[config.mk]
export PLATFORM = sky130hd
export DESIGN_NAME = shot_meter
export DESIGN_NICKNAME = d
export VERILOG_FILES = /design/src/rtl/shot_meter_pkg.sv /design/src/rtl/shot_meter_tick_counter.sv /design/src/rtl/shot_meter.sv
export SDC_FILE = /design/constraint.sdc
export NUM_CORES = 1
export LEC_CHECK = 0
export ABC_AREA = 1
export BUFFER_PORTS_ARGS = -buffer_cell sky130_fd_sc_hd__buf_4
export CAP_MARGIN = 20
export CORE_MARGIN = 2
export CORE_UTILIZATION = 40
export DETAILED_ROUTE_END_ITERATION = 12
export GPL_TIMING_DRIVEN = 0
export PLACE_DENSITY = 0.51
export SLEW_MARGIN = 20
export SYNTH_ARGS = -nofsm -noshare
export SYNTH_HDL_FRONTEND = slang
export SYNTH_SLANG_ARGS = --single-unit
[constraint.sdc]
create_clock -name clk -period 4.2 [get_ports clk]
set_input_delay 0.42 -clock clk [delete_from_list [all_inputs] [get_ports clk]]
set_output_delay 0.42 -clock clk [all_outputs]
set_load 0.005 [all_outputs]
[src/rtl/shot_meter_pkg.sv]
// Shared definitions for the shot meter.
//   state_t          : FSM state encoding (READY / COOLDOWN / EMPTY)
//   LAMP_ON          : lamp value used to build the full-magazine display
//   BLINK_PHASE_INIT : blink phase on reset and on entry to EMPTY
//   count_width()    : counter width for a tick counter of a given limit
package shot_meter_pkg;

    typedef enum logic [1:0] {
        ST_READY    = 2'd0,
        ST_COOLDOWN = 2'd1,
        ST_EMPTY    = 2'd2
    } state_t;

    localparam logic LAMP_ON          = 1'b1;
    localparam logic BLINK_PHASE_INIT = 1'b0;

    // A limit of 1 still needs a one-bit register.
    function automatic int unsigned count_width(input int unsigned limit);
        return (limit > 1) ? $clog2(limit) : 1;
    endfunction

endpackage

[src/rtl/shot_meter_tick_counter.sv]
// Free-running tick counter with synchronous clear.
//   clk    : clock, rising edge
//   rst    : asynchronous active-high reset
//   clear  : forces the count to zero on the next edge
//   enable : advance the count by one per cycle
//   done   : high in the enabled cycle that completes LIMIT ticks;
//            the count wraps to zero on that edge
module tick_counter
    import shot_meter_pkg::*;
#(
    parameter int unsigned LIMIT = 1
) (
    input  logic clk,
    input  logic rst,
    input  logic clear,
    input  logic enable,
    output logic done
);

    localparam int unsigned   CW   = count_width(LIMIT);
    localparam logic [CW-1:0] LAST = CW'(LIMIT - 1);

    logic [CW-1:0] count;

    always_ff @(posedge clk or posedge rst) begin
        if (rst) begin
            count <= '0;
        end else if (clear) begin
            count <= '0;
        end else if (enable) begin
            count <= (count == LAST) ? '0 : count + CW'(1);
        end
    end

    assign done = enable && (count == LAST);

endmodule

[src/rtl/shot_meter.sv]
// Shot meter: counts shots from a magazine, enforces a cooldown between
// shots, and drives a thermometer lamp display that blinks when empty.
//   clk        : clock, rising edge
//   reset      : asynchronous active-high reset
//   trigger    : trigger level (synchronous to clk); rising edge shoots
//   reload     : level; refills the magazine in any cycle it is high
//   lamps      : indicator lamps, 1 = lit
//   fire       : one-cycle pulse per accepted shot
//   empty      : high while the magazine holds zero shots
//   shots_left : remaining shot count
module shot_meter
    import shot_meter_pkg::*;
#(
    parameter int unsigned NUM_SHOTS  = 3,
    parameter int unsigned COOLDOWN   = 25_000_000,
    parameter int unsigned BLINK_HALF = 12_500_000
) (
    input  logic                             clk,
    input  logic                             reset,
    input  logic                             trigger,
    input  logic                             reload,
    output logic [NUM_SHOTS-1:0]             lamps,
    output logic                             fire,
    output logic                             empty,
    output logic [$clog2(NUM_SHOTS+1)-1:0]   shots_left
);

    localparam int unsigned          SW          = $clog2(NUM_SHOTS + 1);
    localparam logic [SW-1:0]        FULL        = SW'(NUM_SHOTS);
    localparam logic [NUM_SHOTS-1:0] LAMPS_RESET = {NUM_SHOTS{LAMP_ON}};

    state_t                 state;
    state_t                 state_n;
    logic [SW-1:0]          shots_n;
    logic                   phase;
    logic                   phase_n;
    logic                   trig_q;
    logic                   trig_edge;
    logic                   shoot;
    logic                   fire_n;
    logic                   empty_n;
    logic [NUM_SHOTS-1:0]   lamps_n;
    logic                   cool_clear;
    logic                   cool_done;
    logic                   blink_clear;
    logic                   blink_done;

    assign trig_edge = trigger && !trig_q;
    assign shoot     = !reload && (state == ST_READY) && trig_edge
                       && (shots_left != '0);

    // Each counter is held at zero outside its own state, so entering the
    // state starts it from zero; reload clears both immediately.
    assign cool_clear  = reload || (state != ST_COOLDOWN);
    assign blink_clear = reload || (state != ST_EMPTY);

    tick_counter #(.LIMIT(COOLDOWN)) u_cooldown (
        .clk    (clk),
        .rst    (reset),
        .clear  (cool_clear),
        .enable (state == ST_COOLDOWN),
        .done   (cool_done)
    );

    tick_counter #(.LIMIT(BLINK_HALF)) u_blink (
        .clk    (clk),
        .rst    (reset),
        .clear  (blink_clear),
        .enable (state == ST_EMPTY),
        .done   (blink_done)
    );

    // State and registered outputs.
    always_ff @(posedge clk or posedge reset) begin
        if (reset) begin
            state      <= ST_READY;
            shots_left <= FULL;
            phase      <= BLINK_PHASE_INIT;
            trig_q     <= 1'b0;
            lamps      <= LAMPS_RESET;
            fire       <= 1'b0;
            empty      <= 1'b0;
        end else begin
            state      <= state_n;
            shots_left <= shots_n;
            phase      <= phase_n;
            trig_q     <= trigger;
            lamps      <= lamps_n;
            fire       <= fire_n;
            empty      <= empty_n;
        end
    end

    // Next-state logic. Reload overrides everything, including a trigger
    // edge in the same cycle.
    always_comb begin
        state_n = state;
        shots_n = shots_left;
        phase_n = phase;
        if (reload) begin
            state_n = ST_READY;
            shots_n = FULL;
            phase_n = BLINK_PHASE_INIT;
        end else begin
            case (state)
                ST_READY: begin
                    if (shoot) begin
                        shots_n = shots_left - SW'(1);
                        state_n = (shots_left == SW'(1)) ? ST_EMPTY : ST_COOLDOWN;
                    end
                end
                ST_COOLDOWN: begin
                    if (cool_done) begin
                        state_n = ST_READY;
                    end
                end
                ST_EMPTY: begin
                    if (blink_done) begin
                        phase_n = !phase;
                    end
                end
                default: begin
                    state_n = ST_READY;
                end
            endcase
        end
    end

    // Output values for the next cycle, derived from the next state so that
    // every output is registered yet reflects its cause one cycle later.
    always_comb begin
        fire_n  = shoot;
        empty_n = (state_n == ST_EMPTY);
        lamps_n = '0;
        if (state_n == ST_EMPTY) begin
            lamps_n = {NUM_SHOTS{phase_n}};
        end else begin
            for (int unsigned i = 0; i < NUM_SHOTS; i++) begin
                lamps_n[i] = (SW'(i) < shots_n);
            end
        end
    end

endmodule

## Word level (Yosys, flattened, before mapping)

Index checks and enable logic that the tools add are counted.

| operators by class | value |
|---|---|
| add/sub/neg operators | 3 |
| mux-type cells | 18 |
| divide/modulo/power cells | 0 |
| shift-type cells | 0 |
| reduce and logical (&&, ||, !) cells | 15 |
| $lt $le $gt $ge | 3 |
| $mul | 0 |
| equality and inequality tests | 8 |
| bitwise gates (word level) | 0 |

Operators with widths:

| cell | count |
|---|---|
| two-way mux 25 bit | 3 |
| two-way mux 24 bit | 3 |
| adder 25 x 1 -> 25 bit (second input constant) | 1 |
| == test 25 bit (second input constant) | 1 |
| adder 24 x 1 -> 24 bit (second input constant) | 1 |
| == test 24 bit (second input constant) | 1 |
| two-way mux 2 bit | 7 |
| logical AND 1 bit | 6 |
| case mux 2 bit (3 select lines) | 1 |
| nonzero test 2 bit | 3 |
| == test 2 x 1 -> 1 bit (second input constant) | 2 |
| == test 2 bit (second input constant) | 2 |
| < comparator 1 x 2 -> 1 bit (first input constant) | 2 |
| zero test 1 bit | 3 |
| two-way mux 1 bit | 3 |
| two-way mux 3 bit | 1 |
| zero test 2 bit | 1 |
| logical OR 1 bit | 2 |
| < comparator 2 bit (first input constant) | 1 |
| inequality test 2 x 1 -> 1 bit (second input constant) | 1 |
| inequality test 2 bit (second input constant) | 1 |
| subtractor 2 x 1 -> 2 bit (second input constant) | 1 |

| storage, ports and cells | value |
|---|---|
| flip-flop bits (word level) | 60 |
| memories | 0 |
| output and inout bits | 7 |
| ROM bits | 0 |
| latch bits | 0 |
| input port bits | 4 |
| bits in writable memories | 0 |

## Longest topological paths before layout

| logic depth | value |
|---|---|
| depth in word-level cells | 9 |
| mapped depth | 10 |
| mapped depth without buffers | 10 |

## Cells and area by module

A second synthesis with hierarchy kept.

| second synthesis, totals | value |
|---|---|
| cells, all modules | 523 |
| area, all modules | 3729.8 µm² |

By module, submodules not included:

| module | cells each | area each (µm²) | seq. area each (µm²) | instances |
|---|---|---|---|---|
| tick_counter (u_cooldown) | 230 | 1617.8 | 625.6 | 1 |
| tick_counter (u_blink) | 237 | 1555.2 | 600.6 | 1 |
| shot_meter | 56 | 556.8 | 281.5 | 1 |

## Worst setup path after synthesis

OpenSTA, ideal clock, no wires.

| path | value |
|---|---|
| path type | reg2reg |
| start | register shots_left[0] |
| end | register lamps[2] |
| path slack | 2677 ps |
| data required time | 4120 ps |
| arrival | 1442 ps |
| period minus slack after synthesis | 1523 ps |
| setup time | 80 ps |
| cell stages (with the launch flop) | 11 |
| cell sequence | dfstp_2 > inv_1 > ha_1 > nor2_1 > nand3_1 > inv_2 > o21ai_0 > nor2_1 > inv_2 > nand3_1 > nand2_1 |

| on the way | value |
|---|---|
| word-level cells in the longest chain between the ends | 7 |
| elaborated cells on any way between the ends | 14 |
| those cells by class | 1 x add/sub; 1 x order compare; 2 x eq/ne; 8 x mux; 2 x reduce/logical |

RTL lines:

| element | line | RTL |
|---|---|---|
| start, declared | shot_meter.sv:25 | `output logic [$clog2(NUM_SHOTS+1)-1:0] shots_left` |
| start signal, assigned | shot_meter.sv:85 | `shots_left <= shots_n;` |
| nonzero test 2 bit | shot_meter.sv:50 | `&& (shots_left != '0);` |
| logical AND 1 bit | shot_meter.sv:50 |  |
| via fire_n | shot_meter.sv:40 | `logic fire_n;` |
| two-way mux 2 bit | shot_meter.sv:107 | `if (shoot) begin` |
| two-way mux 2 bit | shot_meter.sv:105 | `case (state)` |
| two-way mux 2 bit | shot_meter.sv:100 | `if (reload) begin` |
| via shots_n[1] | shot_meter.sv:34 | `logic [SW-1:0] shots_n;` |
| < comparator 2 bit | shot_meter.sv:139 | `lamps_n[i] = (SW'(i) < shots_n);` |
| two-way mux 3 bit | shot_meter.sv:135 | `if (state_n == ST_EMPTY) begin` |
| via lamps_n[2] | shot_meter.sv:42 | `logic [NUM_SHOTS-1:0] lamps_n;` |
| end signal, assigned | shot_meter.sv:88 | `lamps <= lamps_n;` |
| end, declared | shot_meter.sv:22 | `output logic [NUM_SHOTS-1:0] lamps,` |

The timed path passes the listed nets, and every way through them passes these cells.
A chain may end at the register's enable or synchronous reset.

## Final worst setup path

| path | value |
|---|---|
| start | register u_cooldown.count[0] |
| end | register u_cooldown.count[13] |

| on the way | value |
|---|---|
| word-level cells in the longest chain between the ends | 4 |
| elaborated cells on any way between the ends | 5 |
| those cells by class | 1 x add/sub; 1 x eq/ne; 3 x mux |

RTL lines:

| element | line | RTL |
|---|---|---|
| start, declared | shot_meter_tick_counter.sv:23 | `logic [CW-1:0] count;` |
| start signal, assigned | shot_meter_tick_counter.sv:31 | `count <= (count == LAST) ? '0 : count + CW'(1);` |
| adder 25 x 1 -> 25 bit / == test 25 bit (equally long branches) | shot_meter_tick_counter.sv:31 |  |
| two-way mux 25 bit (*) | shot_meter_tick_counter.sv:31 |  |
| two-way mux 25 bit (*) | shot_meter_tick_counter.sv:30 | `end else if (enable) begin` |
| two-way mux 25 bit (*) | shot_meter_tick_counter.sv:28 | `end else if (clear) begin` |

Every way passes the cells marked *; elsewhere a longest branch is shown, timed or not. The select of a mux whose other input is x is not followed.

==> flow_summary.yaml <==
logic_synthesis:
  synth.area.top_cells: "dfrtp_1 (39%), nand2_1 (11%), nor2_1 (10%)"
  yosysTopAreaCellShare_pct: 39.5
  synth_top_flop_cell: "dfrtp_1"
  syn-instance-count: 465
  synth-edff-count: 0
  ys_types: 31
  ys_top_cells_by_count: "nand2_1 (103), nor2_1 (97), dfrtp_1 (55)"
  syn_area_um2: 3490
  yosysMostFrequentCell: "nand2_1"
  ys_ff_latch: 60
  synth_warnings: 0
  ys_seq_area_share_pct: 43.3
  avgSynthCellArea_um2: 7.50
  synth_nets: 473
  synth_top_area_cell: "dfrtp_1"
  async_reset_ff_share_pct: 100
timing:
  setup_violations: 0
  max_slew.worst_pin.slew_ns: 0.560
  max_slew_margin_pct: 62.7
  fmax_mhz: 591
  rsz0062_at_grt: "no"
  drv_slew: 0
  setup_slack_ns: 2.51
  fin_setup_tns_ns: 0
  skew_ns: 0.0112
  post-route-period-util_pct: 40.3
  min_period_ns: 1.69
  hold_ws_ns: 0.189
  hold_violations: 0
floorplanning:
  dieArea_um2: 9480
  die_width_um: 97.4
  die_y_um: 97.4
  start_util_pct: 40.6
  rows: 34
  io_pins: 11
  coreArea_um2: 8590
routing:
  drc: 0
  vias_per_cell: 4.74
  postRouteAntennaNets: 0
  detailedRoute.firstPassIterationCount: 6
  num_vias: 2850
  routed_wl_mm: 7.78
  dr.first_iter.drc_count: 89
  post_drt_wl_per_cell_um: 12.9
cts:
  cts.sinks: 60
  postCtsSetupRepairBufs: 0
  numCtsBuffers: 9
  clkTransAtPathRegs_ns: 0.07
  clockBufferDepth: 2
  insertion_delay_ns: 0.34
  htree_levels: 3
  cts_tree: "yes"
  cts_root_buffer: "clkbuf_8"
worst_setup_path:
  path_max_fanout: 10
  cpPeakStageDelay_ns: 0.41
  cp-start-kind: "register"
  cp-end-kind: "register"
  crit_chain: "ha_1 -> nand3_4 -> inv_2 -> nand3_1 -> nor2_1 -> nand2_1 -> nand2_2 -> nor3_1"
  cp_slowest_cell: "dfrtp_1"
  required_ns: 4.43
  cp.arrival_ns: 1.92
  crit_type: "register to register"
grt:
  antenna_found_initial: 0
  grt_pass1_vias: 2847
  grtUsageMet1_pct: 23.2
  met3_usage_pct: 3.45
  overflow: 0
  grt_use_met2_pct: 29.4
  grt_max_degree: 49
  grt_pass1_wl_mm: 13.6
  grt_busiest_layer: "met2"
  grt_use_total_pct: 17.9
layout:
  area_growth_pct: 13.4
  finalNonFillerCells: 601
  drive_gt1_share_pct: 18.3
  fill_cells: 871
  antenna_cells: 0
  fin_util_pct: 46.0
  nets: 496
placement:
  hpwl_mm: 5.76
  place.gp.congestion: 0.854
  numPortBuffers: 10
  pre_cts_ws_ns: 2.49
  dp.cells: 584
pwr:
  ir_worst_vdd_mv: 0.120
  leakagePower_nw: 1.51
  powerDensity_nw_per_um2: 307
min_path:
  hold_class: "primary input to register"
run_status:
  status: "finished, final reports clean"
job:
  maxCapViolCount: 0
-- critical path: cells and delay by family (launching register included) --
kind          cells  cell delay [ns]
flops             1             0.41
buf+inv           1             0.12
simple gates      6             0.78
fa+ha+maj         1             0.27
-- metal layers --
| layer | share of wire [%] | vias up | routed length [µm] |
|---|---|---|---|
| li1 | - | 1512 | - |
| met1 | 48 | 1293 | 3710 |
| met2 | 48 | 32 | 3740 |
| met3 | 2.2 | 13 | 172 |
| met4 | 1.9 | 0 | 150 |
| met5 | 0 | - | 0 |
-- stage by stage --
| step | power [mW] | instance area [µm²] |
|---|---|---|
| after floorplan | 0.621 | 3490 |
| after global placement | 0.637 | 3700 |
| after detailed placement | 0.641 | 3730 |
| after CTS | 1.23 | 3950 |
| after global routing | 1.26 | 3950 |
| final | 1.21 | 3950 |
-- power breakdown --
part	switching [mW]	internal, mW	total (mW)	leakage [nW]
logic	0.0267	0.0144	0.0411	0.583
registers	0.00276	0.585	0.588	0.818
clock network	0.234	0.350	0.584	0.107
total	0.263	0.949	1.21	1.51
-- area by class of cell --
cell class | instances | area (µm²) | share of cell area (%)
clock inverter | 4 | 72.6 | 1.84
multi-input combinational | 343 | 1740 | 44.1
clock buffer | 12 | 145 | 3.67
buffer | 2 | 7.51 | 0.190
timing repair buffer | 12 | 113 | 2.85
tap | 108 | 135 | 3.42
inverter | 60 | 231 | 5.85
sequential | 60 | 1510 | 38.1
-- sequential cells by signal (all words and copies together), names as in the netlist --
| signal | flops |
|---|---|
| empty | 1 |
| fire | 1 |
| lamps | 3 |
| phase | 1 |
| shots_left | 2 |
| state | 2 |
| trig_q | 1 |
| u_blink.count | 24 |
| u_cooldown.count | 25 |
-- path summary, 6_finish.rpt --
| check | start | slack, ns | cells after the start | endpoint |
|---|---|---|---|---|
| setup reg to reg | u_cooldown.count[0] | 2.51 | 8 | u_cooldown.count[13] |
| hold / removal | trigger | 0.19 | 1 | trig_q |
| min in group asynchronous | reset | 0.55 | 3 | u_cooldown.count[14] |
| setup / recovery | u_cooldown.count[0] | 2.51 | 8 | u_cooldown.count[13] |
| max in group asynchronous | reset | 3.11 | 4 | shots_left[1] |
| hold reg to reg | u_blink.count[0] | 0.46 | 1 | u_blink.count[0] |
-- logic make-up after synthesis --
| group | synth area share, % |
|---|---|
| buf+inv | 6.78 |
| simple gates | 41.3 |
| flops | 43.3 |
| xor+xnor | 4.77 |
| fa+ha+maj | 1.44 |
| compound gates | 2.48 |
-- what timing repair did --
action                                  CTS  global route
endpoints found under the setup margin    0             0
hold buffers                              1             0
gates resized for setup                   0             0
endpoints found under the hold margin    12             0
-- placed cells by master, fill, tap and decap left out, types with 3 or more instances in the layout --
cell type	n
nor2_4	6
o21ai_0	4
clkbuf_1	4
inv_1	43
nand2_2	14
clkbuf_8	10
nor4_1	3
buf_4	10
nor3_1	14
dfstp_2	5
xor2_1	14
nor2_2	8
a21oi_1	9
dfrtp_1	55
nand3_1	29
inv_2	14
xnor2_1	5
nor3_2	9
nand2_1	103
nand4_1	13
nor2_1	97
ha_1	4
Power figures use the tool's default switching activity.
